--- src/rtl/snake_map_render_if.sv ---
// Pixel-stream, map-RAM and colour-output signals of the snake map renderer.
// master = video timing / RAM side, slave = the renderer itself.
interface snake_map_render_if;
    logic        frame_start;
    logic        pix_valid;
    logic [9:0]  pix_x;
    logic [9:0]  pix_y;
    logic        ram_gnt;
    logic [3:0]  ram_rdata;
    logic        ram_rd_en;
    logic [7:0]  ram_addr;
    logic [11:0] rgb;
    logic        rgb_valid;

    modport master (
        output frame_start, pix_valid, pix_x, pix_y, ram_gnt, ram_rdata,
        input  ram_rd_en, ram_addr, rgb, rgb_valid
    );

    modport slave (
        input  frame_start, pix_valid, pix_x, pix_y, ram_gnt, ram_rdata,
        output ram_rd_en, ram_addr, rgb, rgb_valid
    );
endinterface

--- src/rtl/snake_map_render.sv ---
// Snake map renderer: maps each visible pixel onto a 16x16 cell map window,
// fetches the cell code from a shared map RAM (with a one-entry cache) and
// turns it into a 12-bit colour.  Fixed three-cycle latency, no stalls:
//   S0 pixel register -> S1 read issue (combinational strobe) ->
//   S2 code select (RAM data / cache) -> S3 colour register.
module snake_map_render #(
    parameter int ORG_X      = 192,
    parameter int ORG_Y      = 112,
    parameter int CELL_SHIFT = 4
) (
    input  logic              clk,
    input  logic              rst,
    snake_map_render_if.slave bus
);

    localparam logic [9:0] ORG_X_V    = 10'(ORG_X);
    localparam logic [9:0] ORG_Y_V    = 10'(ORG_Y);
    localparam logic [9:0] WIN_V      = 10'(16 << CELL_SHIFT);
    localparam logic [3:0] CODE_EMPTY = 4'hE;

    // Where S2 gets the cell code from.
    typedef enum logic [1:0] {
        SRC_NONE,
        SRC_RAM,
        SRC_CACHE,
        SRC_EMPTY
    } src_e;

    // Per-pixel state carried from S1 into S2/S3.
    typedef struct packed {
        logic in_win;
        logic wall;
        src_e src;
    } s1_t;

    logic [2:0]  vld_pipe;      // [0]=S0, [1]=S1, [2]=rgb_valid
    logic [9:0]  s0_x, s0_y;

    logic [9:0]  rx, ry;
    logic        in_win;
    logic [3:0]  cell_x, cell_y;
    logic [7:0]  cell_addr;
    logic        wall;
    logic        hit;
    logic        rd_en;

    // The tag half of the cache follows issued reads so a pixel right behind
    // a fetch of the same cell already hits; the code half fills in S2 when
    // the RAM data arrives, which is still before that pixel reaches S2.
    logic        tag_vld;
    logic [7:0]  tag_addr;
    logic [3:0]  code_q;

    s1_t         s1_d, s1_q;
    logic [3:0]  code;
    logic [4:0]  frame_cnt;
    logic [11:0] rgb_d, rgb_q;

    // Valid shift register and S0 pixel capture.
    always_ff @(posedge clk) begin
        if (rst) begin
            vld_pipe <= '0;
            s0_x     <= '0;
            s0_y     <= '0;
        end else begin
            vld_pipe <= {vld_pipe[1:0], bus.pix_valid};
            s0_x     <= bus.pix_x;
            s0_y     <= bus.pix_y;
        end
    end

    // S1: window test, cell address and read decision.
    always_comb begin
        rx        = s0_x - ORG_X_V;
        ry        = s0_y - ORG_Y_V;
        in_win    = (s0_x >= ORG_X_V) && (s0_y >= ORG_Y_V) && (rx < WIN_V) && (ry < WIN_V);
        cell_x    = rx[CELL_SHIFT +: 4];
        // map y grows upward, screen y grows downward
        cell_y    = 4'd15 - ry[CELL_SHIFT +: 4];
        cell_addr = {cell_x, cell_y};
        wall      = (cell_x == 4'd0) || (cell_x == 4'd15) || (cell_y == 4'd0) || (cell_y == 4'd15);
        hit       = tag_vld && (cell_addr == tag_addr);
        rd_en     = !rst && vld_pipe[0] && in_win && bus.ram_gnt && !hit;
    end

    // S1: pick the code source for S2.
    always_comb begin
        s1_d        = '0;
        s1_d.in_win = vld_pipe[0] && in_win;
        s1_d.wall   = wall;
        s1_d.src    = SRC_NONE;
        if (rd_en) begin
            s1_d.src = SRC_RAM;
        end else if (vld_pipe[0] && in_win) begin
            // hit, or no grant: fall back to whatever the cache holds
            s1_d.src = tag_vld ? SRC_CACHE : SRC_EMPTY;
        end
    end

    assign bus.ram_rd_en = rd_en;
    // tag_addr always equals the last issued address, so it doubles as the
    // held address when no read is strobed.
    assign bus.ram_addr  = rst ? 8'h00 : (rd_en ? cell_addr : tag_addr);

    // Cache tag: follows issued reads; frame_start invalidates and wins over
    // a read issued in the same cycle.
    always_ff @(posedge clk) begin
        if (rst) begin
            tag_vld  <= 1'b0;
            tag_addr <= '0;
        end else begin
            if (rd_en) begin
                tag_addr <= cell_addr;
            end
            if (bus.frame_start) begin
                tag_vld <= 1'b0;
            end else if (rd_en) begin
                tag_vld <= 1'b1;
            end
        end
    end

    // Frame counter, free-running 5-bit wrap; bit 4 drives the food blink.
    always_ff @(posedge clk) begin
        if (rst) begin
            frame_cnt <= '0;
        end else if (bus.frame_start) begin
            frame_cnt <= frame_cnt + 5'd1;
        end
    end

    // S1 -> S2 register.
    always_ff @(posedge clk) begin
        if (rst) begin
            s1_q <= '0;
        end else begin
            s1_q <= s1_d;
        end
    end

    // S2: code select.
    always_comb begin
        code = CODE_EMPTY;
        case (s1_q.src)
            SRC_RAM:   code = bus.ram_rdata;
            SRC_CACHE: code = code_q;
            default:   code = CODE_EMPTY;
        endcase
    end

    // S2: cache data fill from the returning read.
    always_ff @(posedge clk) begin
        if (rst) begin
            code_q <= CODE_EMPTY;
        end else if (s1_q.src == SRC_RAM) begin
            code_q <= bus.ram_rdata;
        end
    end

    // S3: colour mapping, walls override the cell code.
    always_comb begin
        rgb_d = 12'h000;
        if (vld_pipe[1] && s1_q.in_win) begin
            if (s1_q.wall) begin
                rgb_d = 12'h888;
            end else if (code <= 4'h3) begin
                rgb_d = 12'h0F0;
            end else if (code <= 4'h7) begin
                rgb_d = 12'h0A0;
            end else if (code <= 4'hD) begin
                rgb_d = 12'h080;
            end else if (code == 4'hF && !frame_cnt[4]) begin
                rgb_d = 12'hF00;
            end
        end
    end

    // S3 colour register.
    always_ff @(posedge clk) begin
        if (rst) begin
            rgb_q <= '0;
        end else begin
            rgb_q <= rgb_d;
        end
    end

    assign bus.rgb       = rgb_q;
    assign bus.rgb_valid = vld_pipe[2];

endmodule

--- src/flat_wrapper.sv ---
// flat-port wrapper written by rule: the top's interface ports become plain ports
module snake_map_render_flat 
#(
    parameter int ORG_X      = 192,
    parameter int ORG_Y      = 112,
    parameter int CELL_SHIFT = 4
)
  (clk, rst, bus_frame_start, bus_pix_valid, bus_pix_x, bus_pix_y, bus_ram_gnt, bus_ram_rdata, bus_ram_rd_en, bus_ram_addr, bus_rgb, bus_rgb_valid);
  snake_map_render_if bus_i ();
  input  logic clk;
  input  logic rst;
  input wire logic [$bits(bus_i.frame_start)-1:0] bus_frame_start;
  input wire logic [$bits(bus_i.pix_valid)-1:0] bus_pix_valid;
  input wire logic [$bits(bus_i.pix_x)-1:0] bus_pix_x;
  input wire logic [$bits(bus_i.pix_y)-1:0] bus_pix_y;
  input wire logic [$bits(bus_i.ram_gnt)-1:0] bus_ram_gnt;
  input wire logic [$bits(bus_i.ram_rdata)-1:0] bus_ram_rdata;
  output wire logic [$bits(bus_i.ram_rd_en)-1:0] bus_ram_rd_en;
  output wire logic [$bits(bus_i.ram_addr)-1:0] bus_ram_addr;
  output wire logic [$bits(bus_i.rgb)-1:0] bus_rgb;
  output wire logic [$bits(bus_i.rgb_valid)-1:0] bus_rgb_valid;
  assign bus_i.frame_start = bus_frame_start;
  assign bus_i.pix_valid = bus_pix_valid;
  assign bus_i.pix_x = bus_pix_x;
  assign bus_i.pix_y = bus_pix_y;
  assign bus_i.ram_gnt = bus_ram_gnt;
  assign bus_i.ram_rdata = bus_ram_rdata;
  assign bus_ram_rd_en = bus_i.ram_rd_en;
  assign bus_ram_addr = bus_i.ram_addr;
  assign bus_rgb = bus_i.rgb;
  assign bus_rgb_valid = bus_i.rgb_valid;
  snake_map_render #(.ORG_X(ORG_X), .ORG_Y(ORG_Y), .CELL_SHIFT(CELL_SHIFT)) u_core (.clk(clk), .rst(rst), .bus(bus_i));
endmodule
--- config.mk ---
export PLATFORM = sky130hd
export DESIGN_NAME = snake_map_render_flat
export DESIGN_NICKNAME = d
export VERILOG_FILES = /design/src/rtl/snake_map_render_if.sv /design/src/rtl/snake_map_render.sv /design/src/flat_wrapper.sv
export SDC_FILE = /design/constraint.sdc
export NUM_CORES = 1
export LEC_CHECK = 0
export BUFFER_PORTS_ARGS = -buffer_cell sky130_fd_sc_hd__buf_2
export CAP_MARGIN = 30
export CORE_ASPECT_RATIO = 0.9
export CORE_MARGIN = 1
export CORE_UTILIZATION = 35
export DETAILED_ROUTE_END_ITERATION = 16
export GPL_TIMING_DRIVEN = 1
export PLACE_DENSITY = 0.68
export RECOVER_POWER = 50
export SETUP_SLACK_MARGIN = 0.4
export SYNTH_ARGS = -nofsm -noshare
export SYNTH_HDL_FRONTEND = slang
export SYNTH_SLANG_ARGS = --single-unit
--- constraint.sdc ---
create_clock -name clk -period 2.71 [get_ports clk]
set_input_delay 0.1355 -clock clk [delete_from_list [all_inputs] [get_ports clk]]
set_output_delay 0.1355 -clock clk [all_outputs]
set_load 0.02 [all_outputs]
==> After elaboration in Yosys (flattened, before gate mapping) <==
Index checks and enable logic that the tools add are counted.
{ "totals": {"output_inout_bits": 22, "input_bits": 29, "regBits": 57, "word_cells": 68} }
{ "op_classes": {"n_reduce_logical": 24, "add_sub_neg": 4, "bitwise_logic": 2, "order_cmp": 7, "n_eq_ne": 6, "muxes": 11} }
{ "op_table": {"columns": ["operator", "n"], "rows": [
  ["$mux W12", 5],
  ["$lt A10 B9 Y1 const B", 2],
  ["$mux W8", 2],
  ["$eq A4 B4 Y1 const B", 3],
  ["$logic_and A1 B1 Y1", 11],
  ["$ge A10 B7 Y1 const B", 1],
  ["$ge A10 B8 Y1 const B", 1],
  ["$sub A10 B7 Y10 const B", 1],
  ["$sub A10 B8 Y10 const B", 1],
  ["$eq A8 B8 Y1", 1],
  ["$logic_not A4 Y1", 2],
  ["$pmux W4 S2", 1],
  ["$reduce_or A3 Y1", 2],
  ["$reduce_or A6 Y1", 1],
  ["$add A5 B1 Y5 const B", 1],
  ["$le A4 B2 Y1 const B", 1],
  ["$le A4 B3 Y1 const B", 1],
  ["$le A4 B4 Y1 const B", 1],
  ["$reduce_or A2 Y1", 2],
  ["$sub A4 B4 Y4 const A", 1],
  ["$logic_not A1 Y1", 3],
  ["$logic_or A1 B1 Y1", 3],
  ["$mux W1", 3],
  ["$eq A2 B1 Y1 const B", 1],
  ["other kinds (2)", 3]
]} }

==> Logic depth before layout (Yosys ltp) <==
{ "logic_depth": {"ltp_word": 9, "depth_mapped": 8, "ltp_nobuf": 7} }

==> Least setup slack after synthesis <==
Ideal clock, no wire load.
{ "synth_path": {"kind": "reg2reg", "startpoint": "reg u_core.s0_y[4]", "endpoint": "reg u_core.tag_addr[7]", "synth_period_minus_slack_ns": 2.181, "required_ns": 2.558, "slack_ns": 0.529, "stages_incl_launch_ff": 9, "arrival_time_ns": 2.029, "n_path_buf": 1, "setup_ns": 0.152, "path_cell_list": "dfxtp_1 > inv_1 > ha_1 > xor2_1 > nor3_1 > nand4_2 > and3_4 > buf_6 > a211oi_2"} }
{ "synth_between": {"elab_chain_len": 9, "elab_cells_between_ends": 15, "classes_between": "add/sub (2); order compare (2); eq/ne (1); mux (2); reduce/logical (8)"} }
{ "synth_lines": {"columns": ["element", "line", "source"], "rows": [
  ["from (decl)", "snake_map_render.sv:37", "logic [9:0] s0_x, s0_y;"],
  ["from (signal assigned)", "snake_map_render.sv:68", "s0_y <= bus.pix_y;"],
  ["branches (longest 6 deep; another with $sub A10 B7 Y10)", null, null],
  ["$logic_and A1 B1 Y1 (*)", "snake_map_render.sv:83", "rd_en = !rst && vld_pipe[0] && in_win && bus.ram_gnt && !hit;"],
  ["via bus_ram_rd_en", "flat_wrapper.sv:18", "output wire logic [$bits(bus_i.ram_rd_en)-1:0] bus_ram_rd_en;"],
  ["$mux W8 (*) (2 in a row)", null, null],
  ["via bus_ram_addr[7]", "flat_wrapper.sv:19", "output wire logic [$bits(bus_i.ram_addr)-1:0] bus_ram_addr;"],
  ["to (signal assigned)", "snake_map_render.sv:113", "tag_addr <= cell_addr;"],
  ["to (decl)", "snake_map_render.sv:51", "logic [7:0] tag_addr;"]
]} }
Mark *: on every way through the listed nets, which the timed path passes.
A chain may end at the register's enable or synchronous reset.

==> Final worst setup path <==
{ "layout_path": {"startpoint": "reg u_core.s0_y[4]", "endpoint": "out bus_ram_addr[7]"} }
{ "layout_between": {"elab_chain_len": 9, "elab_cells_between_ends": 15, "classes_between": "add/sub (2); order compare (2); eq/ne (1); mux (2); reduce/logical (8)"} }
{ "layout_lines": {"columns": ["element", "line", "source"], "rows": [
  ["branches (longest 6 deep; another with $sub A10 B7 Y10)", null, null],
  ["$logic_and A1 B1 Y1 (*)", "snake_map_render.sv:83", null],
  ["$mux W8 (*) (2 in a row)", "snake_map_render.sv:103", "assign bus.ram_addr = rst ? 8'h00 : (rd_en ? cell_addr : tag_addr);"],
  ["to (decl)", "flat_wrapper.sv:19", null]
]} }
Every way passes the cells marked *.

==> reports/metrics.yaml <==
run_status:
  outcome: "finished, violations left"
  failed_checks: "capacitance limit, slew limit"
sta:
  min_period_ns: 2.32
  rsz0062_at_grt: "yes"
  finalClockSkew_ns: 0.00666
  finalHoldWorstSlack_ns: 0.0555
  maxSlewHeadroom_pct: -2.10
  worst_pin_slew_ns: 1.53
  finalSetupViolCount: 0
  finalSetupTns_ns: 0
  fin_crit_sh_pct: 85.5
  slew_viol_final: 38
  hold_viol_final: 0
  fmax_mhz: 432
setup_path:
  start_kind: "flip-flop"
  worst_path_largest_cell_delay_ns: 0.39
  crit_slowest_cell: "dfxtp_4"
  critPathKind: "flip-flop to primary output"
  worst_ep_arrival_time_ns: 2.18
  path_cells: "inv_2 -> ha_4 -> xor2_2 -> nor3_2 -> nand4_2 -> buf_4 -> a31oi_1 -> a211oi_4 -> buf_4"
  startpoint: "u_core.s0_y[4]$_SDFF_PP0_"
  cp_max_fo: 5
  rr_startpoint: "u_core.s0_y[4]$_SDFF_PP0_"
  path_common_cell: "buf_4"
  cp.required_ns: 2.57
  end_kind: "primary output"
worst_hold_path:
  hold_class: "input port to flip-flop"
  min_from: "bus_pix_y[5]"
logic_synthesis:
  synth_most_common_cell: "dfxtp_1"
  yosys_warnings: 0
  synth_top_area_share_pct: 46.5
  synth_edf_count: 0
  synth_cell_types: 40
  synth_top_cell_by_area: "dfxtp_1"
  syn_area_per_cell_um2: 10.2
  syn_area_um2: 1850
  synth_seq_cells: 43
  synthTopCellsByCount: "dfxtp_1, nor2b_1, xor2_1, nor2_1"
  synth_area_leaders: "dfxtp_1, nor2b_1, xor2_1"
  ys_seq_area_share_pct: 46.5
  netlist_instances: 182
  ys.flop_type: "dfxtp_1"
  synth_async_sr_flop_share_pct: 0
die:
  num_rows: 24
  die_w_um: 78.6
  start_util_pct: 37.3
  die_area_um2: 5580
  io_pins: 51
  core_area_um2: 4950
  die_y_um: 71.0
grt:
  grt_pass1_vias: 1209
  antenna_found_initial: 0
  gr-total-overflow: 0
  grt_max_degree: 38
  grt_use_total_pct: 12.5
  grt_pass1_wl_um: 5330
final_layout:
  fin_nets: 258
  areaGrowthSynthToFinish_pct: 23.7
  num_antenna_cells: 0
  layout-drive-gt1-share_pct: 29.7
  final_cells: 287
  n_fill_cell: 494
  post-route-util_pct: 46.2
clock_network:
  cts_tree: "done"
  clock_latency_ns: 0.29
  clock_sinks: 43
  clkTransAtPathRegs_ns: 0.07
  numCtsBuffers: 5
  cts-root-buf: "clkbuf_8"
  clock_path_buffers: 2
  htreeDepth: 2
  postCtsHoldBufs: 0
routing:
  drtIter0Drc: 64
  drt-total-wl_um: 3250
  wire_per_inst_um: 11.3
  drc: 0
  vias: 1329
  viasPerCell: 4.63
  detail_route.first_pass.iterations: 4
  antenna_left: 0
placement:
  dp.cells: 275
  io_buffer_count: 39
  place.gp.congestion: 0.738
  dp_hpwl_um: 2270
power_and_ir_drop:
  ir_drop_mv: 0.289
  power_density_nw_per_um2: 509
  leakage_nw: 0.939
flow_run:
  maxCapViolations: 1
-- per-layer routing --
metal,routed length (um),vias to the layer above,track usage (%)
met4,34,0,3.09
met2,1480,33,20.0
met5,0,-,0
li1,-,674,-
met3,189,4,5.29
met1,1550,618,15.6
-- cell families after synthesis --
logic type	after synthesis	synth area share, %
fa+ha+maj	7	4.74
flops	43	46.5
simple gates	59	19.1
compound gates	23	8.53
mux	8	4.87
other cells	1	0.203
xor+xnor	18	9.27
buf+inv	23	6.76
-- cell type report --
class                           instances  area (um^2)  share of cell area, %
Clock buffer                            6         82.6                   3.61
Clock inverter                          1         5.00                  0.219
Inverter                                9         33.8                   1.48
Multi-Input combinational cell        118          970                   42.4
Sequential cell                        43          877                   38.3
Tap cell                               65         81.3                   3.56
Timing Repair Buffer                   45          238                   10.4
-- critical path, delay by kind of cell (launching register included) --
family / cells / cell delay (ns)
AO/OA/AOI/OAI: 2 / 0.34
adder cells (fa/ha/maj): 1 / 0.22
flip-flops: 1 / 0.39
AND/OR/NAND/NOR: 2 / 0.30
XOR/XNOR: 1 / 0.17
buffers and inverters: 3 / 0.46
-- final timing paths --
kind,to,slack [ns],depth (start not counted)
setup / recovery,bus_ram_addr[7],0.39,9
setup reg to reg,u_core.tag_addr[7]$_DFF_P_,0.86,8
hold reg to reg,u_core.bus.rgb[9]$_SDFF_PP0_,0.42,1
hold / removal,u_core.s0_y[5]$_SDFF_PP0_,0.06,2
-- where the power goes --
group	internal, mW	leakage [nW]	total (mW)	switching, mW
Combinational	0.0515	0.538	0.0999	0.0484
Sequential	0.646	0.353	0.664	0.0172
Clock	0.200	0.0470	0.401	0.201
-- metrics by stage --
| stage | area [um^2] | setup slack, ns | total power [mW] |
|---|---|---|---|
| 6_report | 2290 | 0.393 | 1.16 |
| 5_1_grt | 2290 | 0.240 | 1.22 |
| 4_1_cts | 2280 | 0.404 | 1.18 |
| 3_5_place_dp | 2050 | 0.390 | 0.763 |
| 3_3_place_gp | 2050 | 0.413 | 0.761 |
| 2_1_floorplan | 1860 | 0.529 | 0.739 |
-- cell usage in the layout (no fill, tap or decap), types with 2 or more instances in the layout --
master / synthesis / routed
dfxtp_1: 43 / 38
clkbuf_8: 0 / 6
a21oi_1: 8 / 7
nor2_1: 9 / 9
buf_4: 6 / 6
buf_2: 0 / 25
buf_6: 2 / 2
mux2_4: 2 / 2
nand2b_1: 7 / 7
xor2_2: 0 / 2
o21ai_0: 2 / 2
inv_2: 1 / 3
nor2b_1: 17 / 17
and2b_1: 2 / 2
a221oi_1: 3 / 3
and2_1: 3 / 3
xor2_1: 11 / 9
ha_4: 0 / 4
nand3_1: 2 / 2
ha_1: 7 / 3
nand4_2: 2 / 2
a31oi_1: 3 / 3
mux2i_1: 6 / 6
a211o_1: 2 / 2
nor3_1: 6 / 5
dfxtp_4: 0 / 4
nand2_1: 4 / 4
inv_1: 8 / 6
nand4_1: 2 / 2
clkbuf_1: 4 / 12
conb_1: 1 / 3
xnor2_1: 6 / 6
-- sequential cells by signal, summed over array words and instances, names as in the netlist --
name	count
u_core.tag_addr	8
u_core.frame_cnt	5
u_core.s1_q	4
u_core.vld_pipe	3
u_core.tag_vld	1
u_core.s0_y	6
u_core.s0_x	6
u_core.bus.rgb	6
u_core.code_q	4
-- what timing repair did --
item / 4_1_cts / 5_1_grt
pin swaps: 5 / 8
resized for setup: 24 / 7
endpoints found under the setup margin: 9 / 8
setup buffers: 5 / 0
Note: power is estimated with default switching activity, not from simulation.
